[src/rtl/filter_frame_ctrl.sv]
// Frame sequencer feeding a free-running filter_unit: clears it, streams tagged pixels gap-free,
// then waits for the end-of-frame tag at the filter output. Optional abort input: FILTER_CTRL_ABORT_EN.
module filter_frame_ctrl #(
  parameter int                   TAG_WIDTH    = 2,
  parameter logic [TAG_WIDTH-1:0] INVALID_TAG  = TAG_WIDTH'(0),
  parameter logic [TAG_WIDTH-1:0] DATA_TAG0    = TAG_WIDTH'(1),
  parameter logic [TAG_WIDTH-1:0] DATA_TAG1    = TAG_WIDTH'(2),
  parameter logic [TAG_WIDTH-1:0] DATA_END_TAG = TAG_WIDTH'(3),
  parameter int                   OPE_WIDTH    = 3,
  parameter int                   DATA_WIDTH   = 8 + TAG_WIDTH,
  parameter int                   DRAIN_MAX    = 4096
) (
  input  logic                  clk,
  input  logic                  rst,
  input  logic                  start,
  input  logic [9:0]            cfg_width,
  input  logic [9:0]            cfg_height,
  output logic                  busy,
  output logic                  done,
  output logic                  err_cfg,
  output logic                  err_underrun,
  output logic                  err_timeout,
  input  logic [DATA_WIDTH-TAG_WIDTH-1:0] src_data,
  input  logic                  src_valid,
  output logic                  src_ready,
  output logic [DATA_WIDTH-1:0] flt_data_in,
  output logic [9:0]            flt_image_width,
  output logic                  flt_reflesh,
  input  logic [DATA_WIDTH-1:0] flt_data_out
`ifdef FILTER_CTRL_ABORT_EN
  ,
  input  logic                  abort
`endif
);

  localparam int PIX_W = DATA_WIDTH - TAG_WIDTH;
  localparam int DW    = $clog2(DRAIN_MAX + 1);
  localparam logic [9:0]            OPE_W        = 10'(OPE_WIDTH);
  localparam logic [DW-1:0]         DRAIN_TOP    = DW'(DRAIN_MAX);
  localparam logic [DATA_WIDTH-1:0] INVALID_WORD = {INVALID_TAG, {PIX_W{1'b0}}};

  typedef enum logic [2:0] {IDLE, CLEAR, STREAM, DRAIN, DONE} state_t;

  state_t                  state_q, state_d;
  logic [9:0]              w_q, w_d, h_q, h_d, row_q, row_d, col_q, col_d;
  logic [9:0]              width_q, width_d;
  logic [DW-1:0]           drain_q, drain_d, drain_inc;
  logic [DATA_WIDTH-1:0]   data_q, data_d;
  logic                    refl_q, refl_d, done_q, done_d;
  logic                    ecfg_q, ecfg_d, eund_q, eund_d, eto_q, eto_d;
  logic [TAG_WIDTH-1:0]    out_tag, pix_tag;
  logic                    last_pix, first_pix;
  logic                    unused_out_pix;

  assign out_tag        = flt_data_out[DATA_WIDTH-1 -: TAG_WIDTH];
  assign unused_out_pix = ^flt_data_out[PIX_W-1:0];
  assign last_pix       = (row_q == h_q - 10'd1) && (col_q == w_q - 10'd1);
  assign first_pix      = (row_q == 10'd0) && (col_q == 10'd0);
  assign pix_tag        = last_pix ? DATA_END_TAG : (row_q[0] ? DATA_TAG1 : DATA_TAG0);
  assign drain_inc      = drain_q + DW'(1);

  always_comb begin
    state_d = state_q;
    w_d     = w_q;
    h_d     = h_q;
    row_d   = row_q;
    col_d   = col_q;
    width_d = width_q;
    drain_d = drain_q;
    data_d  = INVALID_WORD;
    refl_d  = 1'b0;
    done_d  = 1'b0;
    ecfg_d  = ecfg_q;
    eund_d  = eund_q;
    eto_d   = eto_q;
    case (state_q)
      IDLE: begin
        if (start) begin
          if (cfg_width < OPE_W || cfg_height < OPE_W) begin
            ecfg_d = 1'b1;
          end else begin
            w_d     = cfg_width;
            h_d     = cfg_height;
            width_d = cfg_width;
            row_d   = '0;
            col_d   = '0;
            drain_d = '0;
            ecfg_d  = 1'b0;
            eund_d  = 1'b0;
            eto_d   = 1'b0;
            refl_d  = 1'b1;
            state_d = CLEAR;
          end
        end
      end
      CLEAR: state_d = STREAM;
      STREAM: begin
        if (src_valid) begin
          data_d = {pix_tag, src_data};
          if (last_pix) begin
            drain_d = '0;
            state_d = DRAIN;
          end else if (col_q == w_q - 10'd1) begin
            col_d = '0;
            row_d = row_q + 10'd1;
          end else begin
            col_d = col_q + 10'd1;
          end
        end else if (!first_pix) begin
          // the filter cannot pause, so a mid-frame gap corrupts the window: abandon the frame
          eund_d  = 1'b1;
          refl_d  = 1'b1;
          state_d = IDLE;
        end
      end
      DRAIN: begin
        if (out_tag == DATA_END_TAG) begin
          done_d  = 1'b1;
          state_d = DONE;
        end else if (drain_inc == DRAIN_TOP) begin
          eto_d   = 1'b1;
          refl_d  = 1'b1;
          state_d = IDLE;
        end else begin
          drain_d = drain_inc;
        end
      end
      DONE: state_d = IDLE;
      default: state_d = IDLE;
    endcase
`ifdef FILTER_CTRL_ABORT_EN
    if (abort && state_q != IDLE) begin
      state_d = IDLE;
      refl_d  = 1'b1;
      data_d  = INVALID_WORD;
      done_d  = 1'b0;
      eund_d  = eund_q;
      eto_d   = eto_q;
    end
`endif
  end

  always_ff @(posedge clk or negedge rst) begin
    if (!rst) begin
      state_q <= IDLE;
      w_q     <= '0;
      h_q     <= '0;
      row_q   <= '0;
      col_q   <= '0;
      width_q <= '0;
      drain_q <= '0;
      data_q  <= '0;
      refl_q  <= 1'b0;
      done_q  <= 1'b0;
      ecfg_q  <= 1'b0;
      eund_q  <= 1'b0;
      eto_q   <= 1'b0;
    end else begin
      state_q <= state_d;
      w_q     <= w_d;
      h_q     <= h_d;
      row_q   <= row_d;
      col_q   <= col_d;
      width_q <= width_d;
      drain_q <= drain_d;
      data_q  <= data_d;
      refl_q  <= refl_d;
      done_q  <= done_d;
      ecfg_q  <= ecfg_d;
      eund_q  <= eund_d;
      eto_q   <= eto_d;
    end
  end

  assign busy            = (state_q != IDLE);
  assign src_ready       = (state_q == STREAM);
  assign done            = done_q;
  assign err_cfg         = ecfg_q;
  assign err_underrun    = eund_q;
  assign err_timeout     = eto_q;
  assign flt_data_in     = data_q;
  assign flt_image_width = width_q;
  assign flt_reflesh     = refl_q;

endmodule

[config.mk]
export PLATFORM = sky130hd
export DESIGN_NAME = filter_frame_ctrl
export DESIGN_NICKNAME = d
export VERILOG_FILES = /design/src/rtl/filter_frame_ctrl.sv
export SDC_FILE = /design/constraint.sdc
export NUM_CORES = 1
export LEC_CHECK = 0
export BUFFER_PORTS_ARGS = -buffer_cell sky130_fd_sc_hd__clkbuf_2
export CAP_MARGIN = 10
export CORE_MARGIN = 2
export CORE_UTILIZATION = 46
export CTS_CLUSTER_SIZE = 24
export DETAILED_ROUTE_END_ITERATION = 8
export GPL_TIMING_DRIVEN = 0
export HOLD_SLACK_MARGIN = 0.08
export PLACE_DENSITY_LB_ADDON = 0.25
export SYNTH_ARGS = -nofsm -noshare
export SYNTH_HDL_FRONTEND = slang
export SYNTH_SLANG_ARGS = --single-unit
[constraint.sdc]
create_clock -name clk -period 4.5 [get_ports clk]
set_input_delay 0.225 -clock clk [delete_from_list [all_inputs] [get_ports clk]]
set_output_delay 0.225 -clock clk [all_outputs]
set_load 0.02 [all_outputs]
==> results of run 1 <==
-- worst max-delay path: stages (launching register included) --
cell     delay [ps]
dfrtp_1         430
inv_1           100
ha_1            240
or4b_1          480
or3_1           360
a32oi_1         180
and4_1          230
buf_6           160
and4_1          340
nor2_1          180
a211o_1         330
-- power groups by stage --
| stage | combinational, W | sequential [W] | clock [W] |
|---|---|---|---|
| floorplan | 0.000737 | 0.00101 | 0 |
| global placement | 0.00110 | 0.000968 | 0 |
| detailed placement | 0.00113 | 0.000974 | 0 |
| CTS | 0.00114 | 0.000962 | 0.000536 |
| global route | 0.00127 | 0.000989 | 0.000566 |
| finish | 0.00114 | 0.000963 | 0.000527 |
-- cells in the final DEF, fill, tap and decap left out, drive strengths merged, types with 5 or more instances in the layout --
master	count
a21o	5
dfrtp	71
a21oi	14
nor4	11
nand2	77
nand4	10
xnor2	19
clkbuf	88
nor3	12
or3	11
nor2	31
nand3b	8
o21ai	21
xor2	10
and4	5
nand3	21
or4	5
dlygate4sd3	9
o21a	5
nor3b	6
o211ai	5
nor4b	5
inv	20
ha	7
and3	19
-- stage by stage --
step,cell area [um2],utilization
floorplan,4237,-
global placement,4676,0.5158
detailed placement,4698,0.5183
CTS,4984,0.5498
global route,4984,0.5498
finish,4984,0.5498
-- area by class of cell --
class                   instances  area (um2)  share of cell area
clock inverters                 7       71.32             0.01431
clock buffers                   9       123.9             0.02486
inverters                      19       71.32             0.01431
well taps                     111       138.9             0.02787
plain buffers                  22       98.84             0.01983
multi-input cells             366        2290              0.4595
flip-flops and latches         71        1777              0.3565
repair buffers                 70       412.9             0.08285
-- state kept, by name, indices dropped and copies added, names as in the netlist, 3 cells and up --
register,flops
drain_q,13
flt_image_width,10
flt_data_in,10
row_q,10
h_q,10
col_q,10
state_q,3
-- cell families (layout without fill, tap and decap cells) --
| family | Yosys count | in the layout |
|---|---|---|
| and+or+nand+nor | 235 | 235 |
| adders and majority gates | 7 | 7 |
| xor gates and xnor gates | 30 | 30 |
| buffers and inverters | 41 | 127 |
| AOI/OAI and AO/OA | 91 | 91 |
| DFF | 71 | 71 |
| muxes | 3 | 3 |
-- routing by layer --
metal,share of wire,vias to the layer above,routed length (um)
li1,-,1888,-
met1,0.44,1921,4807
met2,0.50,106,5456
met3,0.040,20,443
met4,0.022,0,240
met5,0,-,0
-- worst max-delay path by stage --
stage,from,cells after the start,endpoint
2_1_floorplan,flt_image_width[0]$_DFFE_PN0P_,10,drain_q[10]$_DFFE_PN0P_
3_3_place_gp,flt_image_width[0]$_DFFE_PN0P_,10,drain_q[6]$_DFFE_PN0P_
3_5_place_dp,flt_image_width[0]$_DFFE_PN0P_,10,drain_q[8]$_DFFE_PN0P_
4_1_cts,flt_image_width[0]$_DFFE_PN0P_,10,drain_q[8]$_DFFE_PN0P_
5_1_grt,flt_image_width[0]$_DFFE_PN0P_,10,drain_q[10]$_DFFE_PN0P_
6_report,flt_image_width[0]$_DFFE_PN0P_,10,drain_q[8]$_DFFE_PN0P_
==> flow_metrics.tcl, run 1 <==
set metrics [dict create \
    critPathRequiredTime_ps 4740 \
    die_w_um 99.97 \
    layout_min_cycle_time_ps 3163 \
    drtAntennaViolNets 0 \
    post-place-ws_ps 1401 \
    use_met3 0.04735 \
    synth_compound_area_frac 0.1539 \
    grt_max_degree 39 \
    layout.nets 608 \
    cts_root_buf "clkbuf_8" \
    rrSetupSlack_ps 1340 \
    cts_buffers 9 \
    die_h_um 99.97 \
    drc_errors 0 \
    skew_ps 8.656 \
    fin_cells 675 \
    fmax_mhz 316.1 \
    ys_seq_area_frac 0.4194 \
    r2r-end "drain_q[8]$_DFFE_PN0P_" \
    synth_area_um2 4237 \
    die_area_um2 9994 \
    combPwrFrac 0.433 \
    critical_path_class "reg -> reg" \
    whs_endpoint "flt_image_width[0]$_DFFE_PN0P_" \
    wirelength_um 10950 \
    place_congestion 0.8984 \
    arrival_ps 3410 \
    ctsHoldBuffers 9 \
    globalRouteTotalUtil 0.2307 \
    wire_per_inst_um 16.22 \
    via_count 3935 \
    yosys_warnings 0 \
    grt_first_pass_wirelength_um 18460 \
    placed_cells 650 \
    clock_path_buffers 2 \
    min_path_cells 3 \
    synthTopCellsByCount "nand2_1 (77), dfrtp_1 (71), nor2_1 (30), nand3_1 (21)" \
    synth_xor_xnor_area_share 0.06556 \
    setup_viol 0 \
    post-cts-setup-buffers 0 \
    synth-simple-area-share 0.2933 \
    diodes 0 \
    setup_slack_ps 1337 \
    via_per_inst 5.830 \
    gr-total-overflow 0 \
    fill_cells 855 \
    seqPwrFrac 0.367 \
    maxSlewViolCount 0 \
    switching_power_w 0.001156 \
    clk_pin_slew_ps 90 \
    holdWs_ps 84.69 \
    p_sw_frac 0.4402 \
    clock_latency_ps 360 \
    rsz0062_at_grt "false" \
    hold_violations 0 \
    maxCapViolations 0 \
    synth_area_leaders "dfrtp_1 (42%), nand2_1 (6.8%), xnor2_1 (3.9%)" \
    hp-class "in -> reg" \
    cts_sinks 71 \
    async_flop_share 1.000 \
    hpwl_um 7775 \
    yosysMostFrequentCell "nand2_1" \
    crit_fanout 8 \
    synthCells 478 \
    synth_top_family_by_area "simple AND/OR/NAND/NOR gates" \
    port_buffers 60 \
    io_pins 69 \
    synth_flop_cell "dfrtp_1" \
    met2_usage 0.3799 \
    synth_mux_area_frac 0.007088 \
    grt_antenna_before_repair 0 \
    ys_types 65 \
    layout-drive-gt1-share 0.1560 \
    tightest_slew_ps 704.3 \
    first_pass_iters 5 \
    status "complete, no violations" \
    synth-edff-count 0 \
    cp-end-kind "flop" \
    p_per_area_nw_per_um2 527.1 \
    core_um2 9065 \
    hold_path_startpoint "cfg_width[0]" \
    p_int_w 0.001471 \
    p_leak_nw 2.335 \
    r2r_start "flt_image_width[0]$_DFFE_PN0P_" \
    post_cts_resized 0 \
    cts_max_level 3 \
    grt_pass1_vias 3863 \
    start_util 0.4674 \
    synth.net_count 527 \
    ir_worst_vdd_v 0.0001993 \
    p_clk_frac 0.201 \
    cts_tree "done" \
    start_kind "flop" \
    syn_to_final_growth_pct 17.63 \
    relSlewSlack 0.5266 \
    rows 35 \
    drt_iter0_markers 204 \
    busiest_layer "met2" \
    ys_seq_elements 71 \
    period_share 0.7030 \
    netlist.area_leader.share 0.4194 \
    yosys.area_share.adder 0.02067 \
    yosys.area.top_type "dfrtp_1" \
    avgSynthCellArea_um2 8.863 \
    setup_tns_ps 0 \
    power_w 0.002627 \
    grtUsageMet1 0.3028 \
    ff2ff_path_depth 10 \
]
No activity file was read; power rests on OpenSTA's default activity.
==> run 2: changes to the inputs <==
- clock period: 4.5 -> 3.25 ns (I/O delays scaled with it)
==> run 2 against run 1 <==
  * Critical path depth did not move
  * Sequential power rose by 39%
  * Largest cell class unchanged
  * Register-to-register slack got worse by 1200 ps
  * First-iteration DRC count rose by 18%
  * Clock skew fell by 1.4 ps
  * Fmax rose by 1.3%
  * Hold slack improved by 47 ps
  * Via count rose by 1.5%
==> flow_metrics.tcl, run 2 (same netlist as run 1, synthesis figures left out) <==
set metrics [dict create \
    power_w 0.003665 \
    hp-class "in -> reg" \
    holdWs_ps 132.0 \
    die_w_um 99.97 \
    grt_antenna_before_repair 0 \
    cts_root_buf "clkbuf_8" \
    most-common-layout-cells "nand2_1 (77), dfrtp_1 (71), clkbuf_2 (59), dlygate4sd3_1 (31), nor2_1 (30)" \
    placed_cells 650 \
    maxSlewViolCount 0 \
    maxCapViolations 0 \
    p_per_area_nw_per_um2 703.0 \
    start_util 0.4674 \
    layout-drive-gt1-share 0.1519 \
    cp-end-kind "flop" \
    drc_errors 0 \
    critPathRequiredTime_ps 3490 \
    cp_num_buf_inv 2 \
    status "complete, no violations" \
    fill_cells 833 \
    skew_ps 7.297 \
    io_pins 69 \
    syn_to_final_growth_pct 23.07 \
    drt_iter0_markers 240 \
    wirelength_um 11360 \
    cp_cell_sequence "inv_1 -> ha_1 -> or4b_1 -> or3_1 -> a32oi_1 -> and4_1 -> buf_6 -> and4_2 -> nor2_1 -> a211o_1" \
    gr-total-overflow 0 \
    layout_min_cycle_time_ps 3123 \
    core_um2 9065 \
    grt_pass1_vias 3960 \
    globalRouteTotalUtil 0.2390 \
    cts_sinks 71 \
    rsz0062_at_grt "false" \
    largest_register_ffs 13 \
    setup_viol 0 \
    hold_violations 0 \
    ir_worst_vdd_v 0.0002772 \
    cts_tree "done" \
    first_pass_iters 5 \
    crit_fanout 8 \
    via_count 3994 \
    cts_buffers 9 \
    cts_max_level 3 \
    hpwl_um 7775 \
    critPathTopFamily "simple AND/OR/NAND/NOR gates" \
    clock_latency_ps 360 \
    fmax_mhz 320.2 \
    p_leak_nw 2.426 \
    cp_slowest_cell "or4b_1" \
    top_register "drain_q" \
    fin_cells 697 \
    clock_path_buffers 2 \
    place_congestion 0.8984 \
    placement.cell_area_um2 4698 \
    drtAntennaViolNets 0 \
    final_cell_area_um2 5214 \
    die_area_um2 9994 \
    port_buffers 60 \
    final_common_cell "nand2_1" \
    period_share 0.9610 \
    max_stage_delay_ps 490 \
    via_per_inst 5.730 \
    die_h_um 99.97 \
    setup_tns_ps 0 \
    rows 35 \
    relSlewSlack 0.5831 \
    grt_first_pass_wirelength_um 19110 \
    diodes 0 \
    grt_max_degree 39 \
    wire_per_inst_um 16.30 \
    critical_path_class "reg -> reg" \
    start_kind "flop" \
    clk_pin_slew_ps 90 \
    arrival_ps 3370 \
    layout.nets 630 \
    tightest_slew_ps 618.9 \
]
## run 2: cell count changes in the layout (fill, tap and decap cells not counted), sizes merged
cell         delta
buf             +1
clkbuf          -1
dlygate4sd3    +22
## run 2: worst paths after layout
path                                                 from                       end  slack, ps  cells past startpoint
setup / recovery           flt_image_width[0]$_DFFE_PN0P_    drain_q[2]$_DFFE_PN0P_        130                     10
hold reg to reg                   err_timeout$_DFFE_PN0P_   err_timeout$_DFFE_PN0P_        490                      2
max in group asynchronous                             rst      row_q[7]$_DFFE_PN0P_       2340                      3
setup reg to reg           flt_image_width[0]$_DFFE_PN0P_    drain_q[2]$_DFFE_PN0P_        130                     10
min in group asynchronous                             rst        h_q[3]$_DFFE_PN0P_        330                      2
hold / removal                                  src_valid  flt_data_in[6]$_DFF_PN0_        130                      2
## run 2: repair_timing
action,in CTS,in global routing
endpoints found under the hold margin,63,0
gates resized for setup,0,3
hold buffers,31,0
setup buffers,0,0
endpoints found under the setup margin,0,7
## run 2: routing by layer
layer	up-vias	GRT usage	part of all wire
li1	1936	-	-
met1	1959	0.3119	0.44
met2	84	0.3992	0.51
met3	15	0.04666	0.034
met4	0	0.08325	0.017
met5	-	0	0
## run 2: area by class of cell
cell class                 instances  area [um2]  area share
timing repair buffer              92       633.1      0.1214
inverter                          19       71.32     0.01368
clock inverter                     7       71.32     0.01368
buffer                            22       98.84     0.01896
sequential                        71        1777      0.3408
clock buffer                       9       123.9     0.02376
tap                              111       138.9     0.02664
multi-input combinational        366        2300      0.4411
## run 2: power breakdown
group	switching, W	total [W]	internal [W]
Sequential	0.000252	0.00134	0.00108
Clock	0.000375	0.000729	0.000354
Combinational	0.000985	0.00160	0.000616
Total	0.00161	0.00367	0.00205
## run 2: stage by stage
step,worst slack [ps],utilization
global route,7.703,0.5752
global placement,123.8,0.5158
CTS,96.18,0.5741
detailed placement,150.6,0.5183
finish,126.7,0.5752
floorplan,428.8,-
